$ cat config.mk
export PLATFORM = sky130hd
export DESIGN_NAME = tower_datapath
export DESIGN_NICKNAME = d
export VERILOG_FILES = /design/src/rtl/tower_datapath.sv
export SDC_FILE = /design/constraint.sdc
export NUM_CORES = 1
export LEC_CHECK = 0
export ABC_AREA = 1
export CAP_MARGIN = 5
export CORE_MARGIN = 5
export CORE_UTILIZATION = 40
export CTS_CLUSTER_DIAMETER = 60
export DETAILED_ROUTE_END_ITERATION = 10
export PLACE_DENSITY_LB_ADDON = 0.2
export SLEW_MARGIN = 0
export SYNTH_ARGS = -nofsm -noshare
export SYNTH_HDL_FRONTEND = slang
export SYNTH_SLANG_ARGS = --single-unit
$ cat constraint.sdc
create_clock -name clk -period 1.75 [get_ports clk]
set_input_delay 0.175 -clock clk [delete_from_list [all_inputs] [get_ports clk]]
set_output_delay 0.175 -clock clk [all_outputs]
set_load 0.05 [all_outputs]
$ cat src/rtl/tower_datapath.sv
// Tower-stacking datapath: block position, row/score/chance counters and the
// c/o condition flags. Optional SPEEDUP_EN shortens the shift period as rows climb.
module tower_datapath #(
   parameter int X_W          = 8,
   parameter int Y_W          = 7,
   parameter int SCREEN_W     = 160,
   parameter int BLOCK_W      = 20,
   parameter int BLOCK_H      = 8,
   parameter int Y_BASE       = 112,
   parameter int X_START      = 0,
   parameter int SPEED_DIV    = 16,
   parameter int ROW_MAX      = 13,
   parameter int CHANCES_INIT = 3,
   parameter int SCORE_W      = 8
) (
   input  logic               clk,
   input  logic               reset,
   input  logic               ld_x,
   input  logic               ld_y,
   input  logic               ld_d,
   input  logic               enable,
   input  logic               save_x,
   input  logic               inc_row,
   input  logic               inc_score,
   input  logic               dec_chances,
   input  logic [1:0]         game_status,
   output logic [X_W-1:0]     x,
   output logic [Y_W-1:0]     y,
   output logic [X_W-1:0]     prev_x,
   output logic [3:0]         row,
   output logic [SCORE_W-1:0] score,
   output logic [1:0]         chances,
   output logic               c,
   output logic               o
);

   localparam int XMAX = SCREEN_W - BLOCK_W;
   localparam int TW   = $clog2(SPEED_DIV + 1);

   logic          dir;
   logic          armed;
   logic [TW-1:0] tick;
   logic [TW-1:0] p_last;
   logic          step;
   logic          newgame;
   logic [3:0]    row_eff;
   logic [Y_W-1:0] y_load;
   logic [X_W:0]  diff;

   always_comb begin
`ifdef SPEEDUP_EN
      if (SPEED_DIV > 2 * int'(row) + 2)
         p_last = TW'(SPEED_DIV - 1 - 2 * int'(row));
      else
         p_last = TW'(1);
`else
      p_last = TW'(SPEED_DIV - 1);
`endif
   end

   // >= so a row change that shortens the period never strands tick past the end
   assign step    = enable && !ld_x && (tick >= p_last);
   assign newgame = ld_x && armed;
   assign row_eff = newgame ? 4'd0 : row;
   assign y_load  = Y_W'(Y_BASE - int'(row_eff) * BLOCK_H);

   always_comb begin
      if (x >= prev_x)
         diff = {1'b0, x} - {1'b0, prev_x};
      else
         diff = {1'b0, prev_x} - {1'b0, x};
   end

   assign o = diff < (X_W+1)'(BLOCK_W);
   assign c = chances != 2'd0;

   always_ff @(posedge clk) begin
      if (reset) begin
         x       <= X_W'(X_START);
         prev_x  <= X_W'(X_START);
         y       <= Y_W'(Y_BASE);
         dir     <= 1'b0;
         row     <= 4'd0;
         score   <= '0;
         chances <= 2'(CHANCES_INIT);
         tick    <= '0;
         armed   <= 1'b0;
      end else begin
         if (ld_x || !enable || step)
            tick <= '0;
         else
            tick <= tick + 1'b1;

         if (ld_x)
            x <= X_W'(X_START);
         else if (step) begin
            if (!dir)
               x <= (x == X_W'(XMAX)) ? x - 1'b1 : x + 1'b1;
            else
               x <= (x == '0) ? x + 1'b1 : x - 1'b1;
         end

         if (ld_d)
            dir <= 1'b0;
         else if (step) begin
            if (!dir && x == X_W'(XMAX))
               dir <= 1'b1;
            else if (dir && x == '0)
               dir <= 1'b0;
         end

         if (ld_y)
            y <= y_load;

         if (newgame)
            prev_x <= X_W'(X_START);
         else if (save_x)
            prev_x <= x;

         if (newgame)
            row <= 4'd0;
         else if (inc_row && row != 4'(ROW_MAX))
            row <= row + 4'd1;

         if (newgame)
            score <= '0;
         else if (inc_score && score != '1)
            score <= score + 1'b1;

         if (newgame)
            chances <= 2'(CHANCES_INIT);
         else if (dec_chances && chances != 2'd0)
            chances <= chances - 2'd1;

         if (newgame)
            armed <= 1'b0;
         else if (game_status == 2'b10)
            armed <= 1'b1;
      end
   end

endmodule

== Word level (Yosys, flattened, before mapping) ==
Cells that the tools add are included.

* Magnitude comparators: 3
* Add/sub/neg operators: 9
* Reductions and logical operators: 21
* Mux-type cells: 7
* Eq/ne operators: 4

{| class="wikitable"
|+ Operators by type and width
! cell !! number
|-
| 8-bit two-way mux || 3
|-
| 8-bit by 8-bit subtractor with 9-bit output || 2
|-
| 8-bit by 1-bit adder with 8-bit output (second input constant) || 2
|-
| 9-bit by 5-bit < comparator with 1-bit output (second input constant) || 1
|-
| 9-bit two-way mux || 1
|-
| 8-bit == test (second input constant) || 1
|-
| 8-bit >= comparator || 1
|-
| 1-bit logical AND || 8
|-
| 8-bit zero test || 1
|-
| 8-bit != test (second input constant) || 1
|-
| 2-bit OR reduction || 4
|-
| 8-bit by 1-bit subtractor with 8-bit output (second input constant) || 1
|-
| 7-bit subtractor (first input constant) || 1
|-
| 5-bit by 1-bit adder with 5-bit output (second input constant) || 1
|-
| 5-bit by 4-bit >= comparator with 1-bit output (second input constant) || 1
|-
| 4-bit by 1-bit adder with 4-bit output (second input constant) || 1
|-
| 4-bit two-way mux || 1
|-
| 4-bit != test (second input constant) || 1
|-
| 2-bit nonzero test || 2
|-
| 1-bit zero test || 3
|-
| 2-bit == test (second input constant) || 1
|-
| 1-bit logical OR || 2
|-
| 1-bit two-way mux || 2
|-
| 2-bit AND reduction || 1
|-
| 2-bit by 1-bit subtractor with 2-bit output (second input constant) || 1
|}

* Word-level logic and storage cells: 53
* Register bits after elaboration: 44

== Longest topological paths before layout ==
Gate-level depths: netlist of the first run.

* Word-level depth: 5
* Mapped depth: 15
* Depth with buffers taken out: 13

== Worst setup path before layout of the first run ==
Ideal clock, no wire load.

* Path kind: register to output
* From: reg x[5]
* To: out o
* Arrival time: 2.294 ns
* Buffers on the path: 2
* Stages on the path, launching flop included: 14
* Setup slack: -0.719 ns
* Data required time: 1.575 ns
* Cell sequence: dfxtp_1 > buf_6 > clkinv_2 > ha_1 > buf_2 > nand2_1 > inv_1 > a21oi_1 > nand2_1 > nand2_1 > nand2_1 > nor2_1 > nand3_1 > nand2_1

* Word-level cells in the longest chain between the ends: 3
* Elaborated cells on any way between the ends: 5
* Classes of those cells: add/sub: 2; order compare: 2; mux: 1

{| class="wikitable"
|+ Ends and longest elaborated chain
! what !! RTL line !! RTL
|-
| start, declared || 27 || <nowiki>output logic [X_W-1:0] x,</nowiki>
|-
| start signal, assigned || 79 || <nowiki>x <= X_W'(X_START);</nowiki>
|-
| start signal, assigned || 95 || <nowiki>x <= X_W'(X_START);</nowiki>
|-
| start signal, assigned || 98 || <nowiki>x <= (x == X_W'(XMAX)) ? x - 1'b1 : x + 1'b1;</nowiki>
|-
| 8-bit by 8-bit subtractor with 9-bit output, or another cell as far along || 71 || <nowiki>diff = {1'b0, prev_x} - {1'b0, x};</nowiki>
|-
| 9-bit two-way mux * || 68 || <nowiki>if (x >= prev_x)</nowiki>
|-
| 9-bit by 5-bit < comparator with 1-bit output * || 74 || <nowiki>assign o = diff < (X_W+1)'(BLOCK_W);</nowiki>
|-
| end, declared || 34 || <nowiki>output logic o</nowiki>
|}

Mark *: on every way between the ends. The rest lies on a longest branch, timed or not.

== Worst setup path after layout of the first run ==
* From: reg x[4]
* To: out o

The elaborated chain is that of the path after synthesis.

==> impl_metrics.csv, run 1 <==
group,metric,value,unit
floorplan,ioPinCount,51,
routing,wire_per_inst,12.32,um
critical_path,crit_path_end_kind,"output port",
hold_path,hp-class,"input pin to flop",
global_route,grt_first_pass_wirelength,13.64,mm
synthesis,synthDistinctLibCells,35,
cts,cts_buffers,5,
cells_and_area,nets,598,
critical_path,regToRegSetupSlack,0.11,ns
sta,worst_pin_slew,0.5100,ns
place,portBuffers,47,
routing,final_antenna_net_count,0,
floorplan,die_y,97.10,um
cells_and_area,finalCoreUtilization,58.82,%
critical_path,reg2reg_depth,12,
synthesis,yosys.area.top_type,"dfxtp_1",
synthesis,synth_area,0.003034,mm2
global_route,grt_pass1_vias,3021,
synthesis,syn_inst,470,
power,power,1.967,mW
synthesis,yosysSeqAreaShare,27.05,%
cells_and_area,fin_cells,660,
floorplan,start_util,41.39,%
sta,min_period_over_period,120.6,%
cts,cts_tree,"yes",
global_route,antenna_found_initial,0,
place,dpl.cell_count,646,
sta,final.min_clock_period,2.111,ns
power,p_leak,2.104,nW
cts,clkTransAtPathRegs,0.09,ns
synthesis,ys_top_cells_by_area,"dfxtp_1, nand2_1, ha_1",
synthesis,synthArstFlopShare,0,%
global_route,grt_usage,17.14,%
cts,cts_root_buffer,"clkbuf_8",
synthesis,avgSynthCellArea,6.456,um2
sta,final-setup-viol-count,1,
cells_and_area,n_antenna_cell,0,
sta,max_slew_margin,65.89,%
hold_path,holdPathEnd,"dir",
hold_path,holdCritStartpoint,"ld_d",
global_route,grt.overflow.total,0,
critical_path,critPathMaxFanout,5,
routing,dr_total_vias,3176,
sta,rsz0062_at_grt,"true",
floorplan,coreArea,0.007331,mm2
critical_path,cp_data_arrival_time,1.94,ns
synthesis,synth_edf_count,0,
cts,cts_max_level,2,
routing,drc,0,
critical_path,startpoint_type,"flop",
sta,setup_ws,-0.3613,ns
cells_and_area,seqCellArea,858.3,um2
place,place_congestion,0.9286,
cells_and_area,fin_area,0.004312,mm2
floorplan,fp-row-count,31,
global_route,grt_start_max_net_pins,14,
power,power_density,456.3,mW/mm2
cells_and_area,drive_gt1_share,29.77,%
cells_and_area,multi_input_area,0.002127,mm2
sta,finalHoldViolations,0,
routing,drt-pass1-iter-count,4,
status,failed_checks,"negative setup slack",
place,place_hpwl,6.191,mm
routing,drt-vias-per-instance,4.812,
floorplan,die_w,97.10,um
critical_path,crit_required,1.57,ns
critical_path,rr_startpoint,"x[1]",
routing,totalWireLength,8.133,mm
place,dpl_worst_slack,-0.1660,ns
critical_path,rr_endpoint,"x[1]",
sta,fin_worst_skew,0.01026,ns
floorplan,die_area,0.009427,mm2
sta,finalMaxSlewViolations,0,
critical_path,crit_type,"flop to output port",
synthesis,ys_seq_elements,41,
flow_run,cap_violations,0,
cts,cts_buffer_depth,2,
sta,fmax,473.7,MHz
synthesis,synth_flop_cell,"dfxtp_1",
cts,insertion_delay,0.30,ns
cells_and_area,num-fill-cells,686,
place,dpl-instance-area,0.003936,mm2
synthesis,yosys.area.top_type_share,27.05,%
cts,clock-sinks,41,
hold_path,min_path_cells,2,
power,max-vdd-ir-drop,382.0,uV
cells_and_area,area_growth,42.10,%
status,status,"finished with violations",
routing,drt_iter0_drc,140,
synthesis,yosys_warnings,0,
==> layout make-up <==
| cell class | count | area share (%) |
|---|---|---|
| clock buffer | 7 | 2.263 |
| clock inverter | 1 | 0.2031 |
| inverter | 74 | 6.790 |
| multi-input combinational | 346 | 49.33 |
| sequential | 41 | 19.91 |
| tap | 99 | 2.873 |
| timing repair buffer | 92 | 18.63 |
==> worst max-delay path: stages, from the launching register on <==
cell and delay, ns:
dfxtp_4 0.36, clkinv_4 0.05, ha_4 0.24, nand2_1 0.06, nand2_1 0.09, a21oi_2 0.16
nand2_1 0.06, nand2_1 0.06, nand3_1 0.07, nor2_1 0.13, nand3_1 0.13, nand2_4 0.10
buf_12 0.13
==> layout by cell type (no fill, tap or decap), types with 2 or more instances in the layout <==
master / netlist / final
ha_4: 0 / 8
nand3_1: 48 / 43
nand2_2: 3 / 17
o21ai_0: 18 / 18
nand2_1: 139 / 122
nor2_4: 3 / 5
inv_4: 2 / 2
xor2_1: 9 / 9
ha_1: 26 / 17
a21oi_1: 37 / 29
conb_1: 1 / 3
dfxtp_1: 41 / 23
nor2_1: 31 / 26
dfxtp_2: 0 / 12
a21oi_2: 0 / 6
clkbuf_8: 0 / 5
clkinv_4: 0 / 3
nor2_2: 3 / 6
dfxtp_4: 0 / 6
clkdlybuf4s50_1: 0 / 24
nand4_1: 9 / 9
dlymetal6s2s_1: 0 / 4
buf_4: 3 / 57
nand2_4: 4 / 7
buf_6: 3 / 5
nand3_2: 2 / 7
inv_1: 68 / 57
a21oi_4: 0 / 2
inv_2: 1 / 12
==> stage by stage <==
stage | hold slack (ns) | setup TNS [ns]
after floorplan | 0.2419 | -0.2080
after detailed placement | 0.4631 | -0.1660
after CTS | 0.3957 | -0.3383
after global placement | 0.4509 | -0.09855
final | 0.4062 | -0.3613
after global routing | 0.4023 | -0.5318
==> cells by family (layout without fill, tap and decap cells) <==
kind of cell	Yosys count	in the layout	synth area share [%]
and+or+nand+nor	248	248	37.07
xor gates and xnor gates	9	9	2.598
AOI/OAI and AO/OA	60	60	10.39
adders and majority gates	26	26	10.72
buffers and inverters	85	174	12.04
DFF	41	41	27.05
other	1	3	0.1236
==> per-layer routing <==
layer	track usage, %	routed length [um]	vias up
met5	0	0	-
met4	4.860	112	0
met3	4.307	376	13
met2	29.09	3855	60
met1	21.45	3787	1438
li1	-	-	1665
==> what timing repair did <==
item                                    4_1_cts  5_1_grt
hold buffers                                  0        0
resized for setup                            41       25
endpoints found under the setup margin        2       14
buffers inserted                              3        3
pin swaps                                    18       14
==> cell usage after synthesis (3+ instances only) <==
master and instances:
nand2_1 139, inv_1 68, nand3_1 48, dfxtp_1 41, a21oi_1 37, nor2_1 31, ha_1 26, o21ai_0 18
nand4_1 9, xor2_1 9, buf_2 4, nand2_4 4, buf_4 3, buf_6 3, nand2_2 3, nor2_2 3
nor2_4 3
==> power by group <==
part / leakage, nW / internal [mW] / switching, mW / total (mW)
Combinational: 1.71 / 0.0934 / 0.178 / 0.271
Clock: 0.0536 / 0.371 / 0.355 / 0.726
Sequential: 0.343 / 0.948 / 0.0220 / 0.970
==> state kept, by name (all words and copies together), names as in the netlist <==
name	count
armed	1
chances	2
dir	1
prev_x	8
row	4
score	8
tick	5
x	8
y	4
==> worst max-delay path by stage <==
stage / slack (ns) / startpoint / to / depth (start not counted)
after global placement: -0.1 / x[3] / o / 10
after floorplan: -0.21 / x[4] / o / 13
after detailed placement: -0.17 / x[3] / o / 10
final: -0.36 / x[4] / o / 12
after global routing: -0.51 / x[4] / o / 12
after CTS: -0.34 / x[2] / o / 13
No activity file was read; power rests on OpenSTA's default activity.
==> inputs of run 2 (changes only) <==
Settings changed: SLEW_MARGIN 0 to not set.
==> results of run 2 <==
No change in the layout: final DEF, timing and power equal those of run 1.
==> inputs of run 3 (changes only) <==
Settings changed: CORE_MARGIN 5 to not set.
==> run 3 against run 2 <==
  * The flow still finishes with violations (negative setup slack)
  * Largest power group unchanged
  * Global-route usage up 4.1 points
  * Final cell count stayed put
  * Sequential share of layout area decreased by 0.11 points
  * Clock skew is 0.0050 ns lower
  * Register-to-register slack about the same
  * Highest routed layer unchanged
  * Sequential power is essentially flat
  * First-iteration DRC count grew 35%
  * Critical path type unchanged
  * Cell area grew 0.41%
  * Total power down 0.73%
  * Clock power down 1%
==> impl_metrics.csv, run 3 (synthesis results as in run 1) <==
group,metric,value,unit
routing,drc,0,
critical_path,crit_type,"flop to output port",
critical_path,crit_chain,"inv_4, ha_4, nand2_2, nor2_2, nand2_1, nand4_1, nand3_2, nor2_1, nand3_1, nand2_4, buf_12",
sta,setup_ws,-0.3851,ns
floorplan,coreArea,0.007292,mm2
power,netSwitchingFraction,27.74,%
routing,final_antenna_net_count,0,
global_route,grt_usage,21.23,%
hold_path,holdCritStartpoint,"ld_d",
global_route,grt.overflow.total,0,
critical_path,cp_data_arrival_time,1.96,ns
cts,cts_buffer_depth,2,
sta,fin_worst_skew,0.005220,ns
sta,max_slew_margin,65.56,%
status,failed_checks,"negative setup slack",
floorplan,start_util,41.61,%
status,status,"finished with violations",
hold_path,hp-class,"input pin to flop",
critical_path,slowest_stage,"dfxtp_4",
cells_and_area,fin_area,0.004329,mm2
place,dpl-instance-area,0.003949,mm2
flow_run,cap_violations,0,
routing,drt_iter0_drc,189,
sta,finalMaxSlewViolations,0,
floorplan,fp-row-count,31,
cells_and_area,n_antenna_cell,0,
cts,clock-sinks,41,
critical_path,startpoint_type,"flop",
cells_and_area,largestRegisters,"prev_x: 8 flops, score: 8 flops, x: 8 flops",
critical_path,critPathMaxFanout,8,
place,dpl_worst_slack,-0.1225,ns
global_route,grt_pass1_vias,3020,
cts,cts_root_buffer,"clkbuf_8",
sta,final.min_clock_period,2.135,ns
cts,clkTransAtPathRegs,0.08,ns
routing,totalWireLength,7.987,mm
critical_path,reg2reg_depth,12,
sta,fin_hold_ws,0.4276,ns
power,pwr-share-seq,49.7,%
place,place_congestion,0.8668,
cells_and_area,drive_gt1_share,29.41,%
sta,fmax,468.4,MHz
global_route,grt_first_pass_wirelength,13.36,mm
cts,cts_buffers,5,
sta,final-setup-viol-count,1,
routing,drt-vias-per-instance,4.902,
critical_path,crit_required,1.57,ns
cells_and_area,fin_cells,660,
place,dpl.cell_count,645,
sta,tns,-0.3851,ns
place,portBuffers,47,
cells_and_area,nets,598,
power,clockPowerShare,36.6,%
power,p_leak,2.135,nW
critical_path,rr_endpoint,"x[7]",
sta,worst_pin_slew,0.5157,ns
cts,cts_tree,"yes",
routing,drt-pass1-iter-count,5,
critical_path,regToRegSetupSlack,0.10,ns
place,place_hpwl,5.965,mm
power,power.net_switching,0.5418,mW
hold_path,holdPathEnd,"dir",
power,power_density,451.1,mW/mm2
hold_path,min_path_cells,2,
cells_and_area,layout_commonest_cell,"nand2_1",
critical_path,slowest_delay,0.38,ns
sta,rsz0062_at_grt,"true",
routing,wire_per_inst,12.10,um
floorplan,ioPinCount,51,
critical_path,rr_startpoint,"x[0]",
sta,finalHoldViolations,0,
power,power.internal,1.411,mW
critical_path,crit_path_end_kind,"output port",
cells_and_area,finalCoreUtilization,59.37,%
global_route,antenna_found_initial,0,
critical_path,startpoint,"x[2]",
cells_and_area,area_growth,42.68,%
floorplan,die_w,89.10,um
cts,insertion_delay,0.29,ns
power,combPwrFrac,13.7,%
floorplan,die_area,0.007938,mm2
sta,min_period_over_period,122.0,%
cells_and_area,final_cell_mix,"nand2_1, inv_1, buf_4",
global_route,grt_start_max_net_pins,14,
power,max-vdd-ir-drop,491.3,uV
cts,cts_max_level,2,
floorplan,die_y,89.10,um
routing,dr_total_vias,3235,
power,power,1.953,mW
## run 3: worst max-delay path: cells and delay by family (launching register included)
kind	cells	cell delay [ns]
AND/OR/NAND/NOR	8	0.79
flip-flops	1	0.38
buffers and inverters	2	0.17
adder cells (fa/ha/maj)	1	0.34
## run 3: power by group through the flow
stage | sequential [mW] | clock [mW] | combinational [mW]
after global routing | 0.974 | 0.771 | 0.291
after CTS | 0.970 | 0.738 | 0.268
after detailed placement | 0.991 | 0 | 0.267
final | 0.970 | 0.716 | 0.268
after floorplan | 1.06 | 0 | 0.0968
after global placement | 0.991 | 0 | 0.264
## run 3: area by class of cell
cell class	count	area, um2
fill	709	2963
multi-input combinational	346	2133
sequential	41	857.1
timing repair buffer	92	813.3
inverter	74	295.3
tap	99	123.9
clock buffer	7	97.59
clock inverter	1	8.758
## run 3: repair_timing
item,CTS,global route
gates resized for setup,24,38
setup buffers,5,2
pin swaps,16,20
hold buffers,0,0
endpoints found under the setup margin,2,14
## run 3: metal layers
| metal | share of wire, % | track usage, % |
|---|---|---|
| met4 | 1.3 | 5.772 |
| met1 | 47 | 26.43 |
| met3 | 3.4 | 4.063 |
| met2 | 48 | 37.40 |
| met5 | 0 | 0 |
## run 3: worst max path at each step
stage | endpoint | slack (ns)
finish | o | -0.39
global placement | o | -0.09
detailed placement | o | -0.12
global route | o | -0.50
CTS | o | -0.34
floorplan | o | -0.21
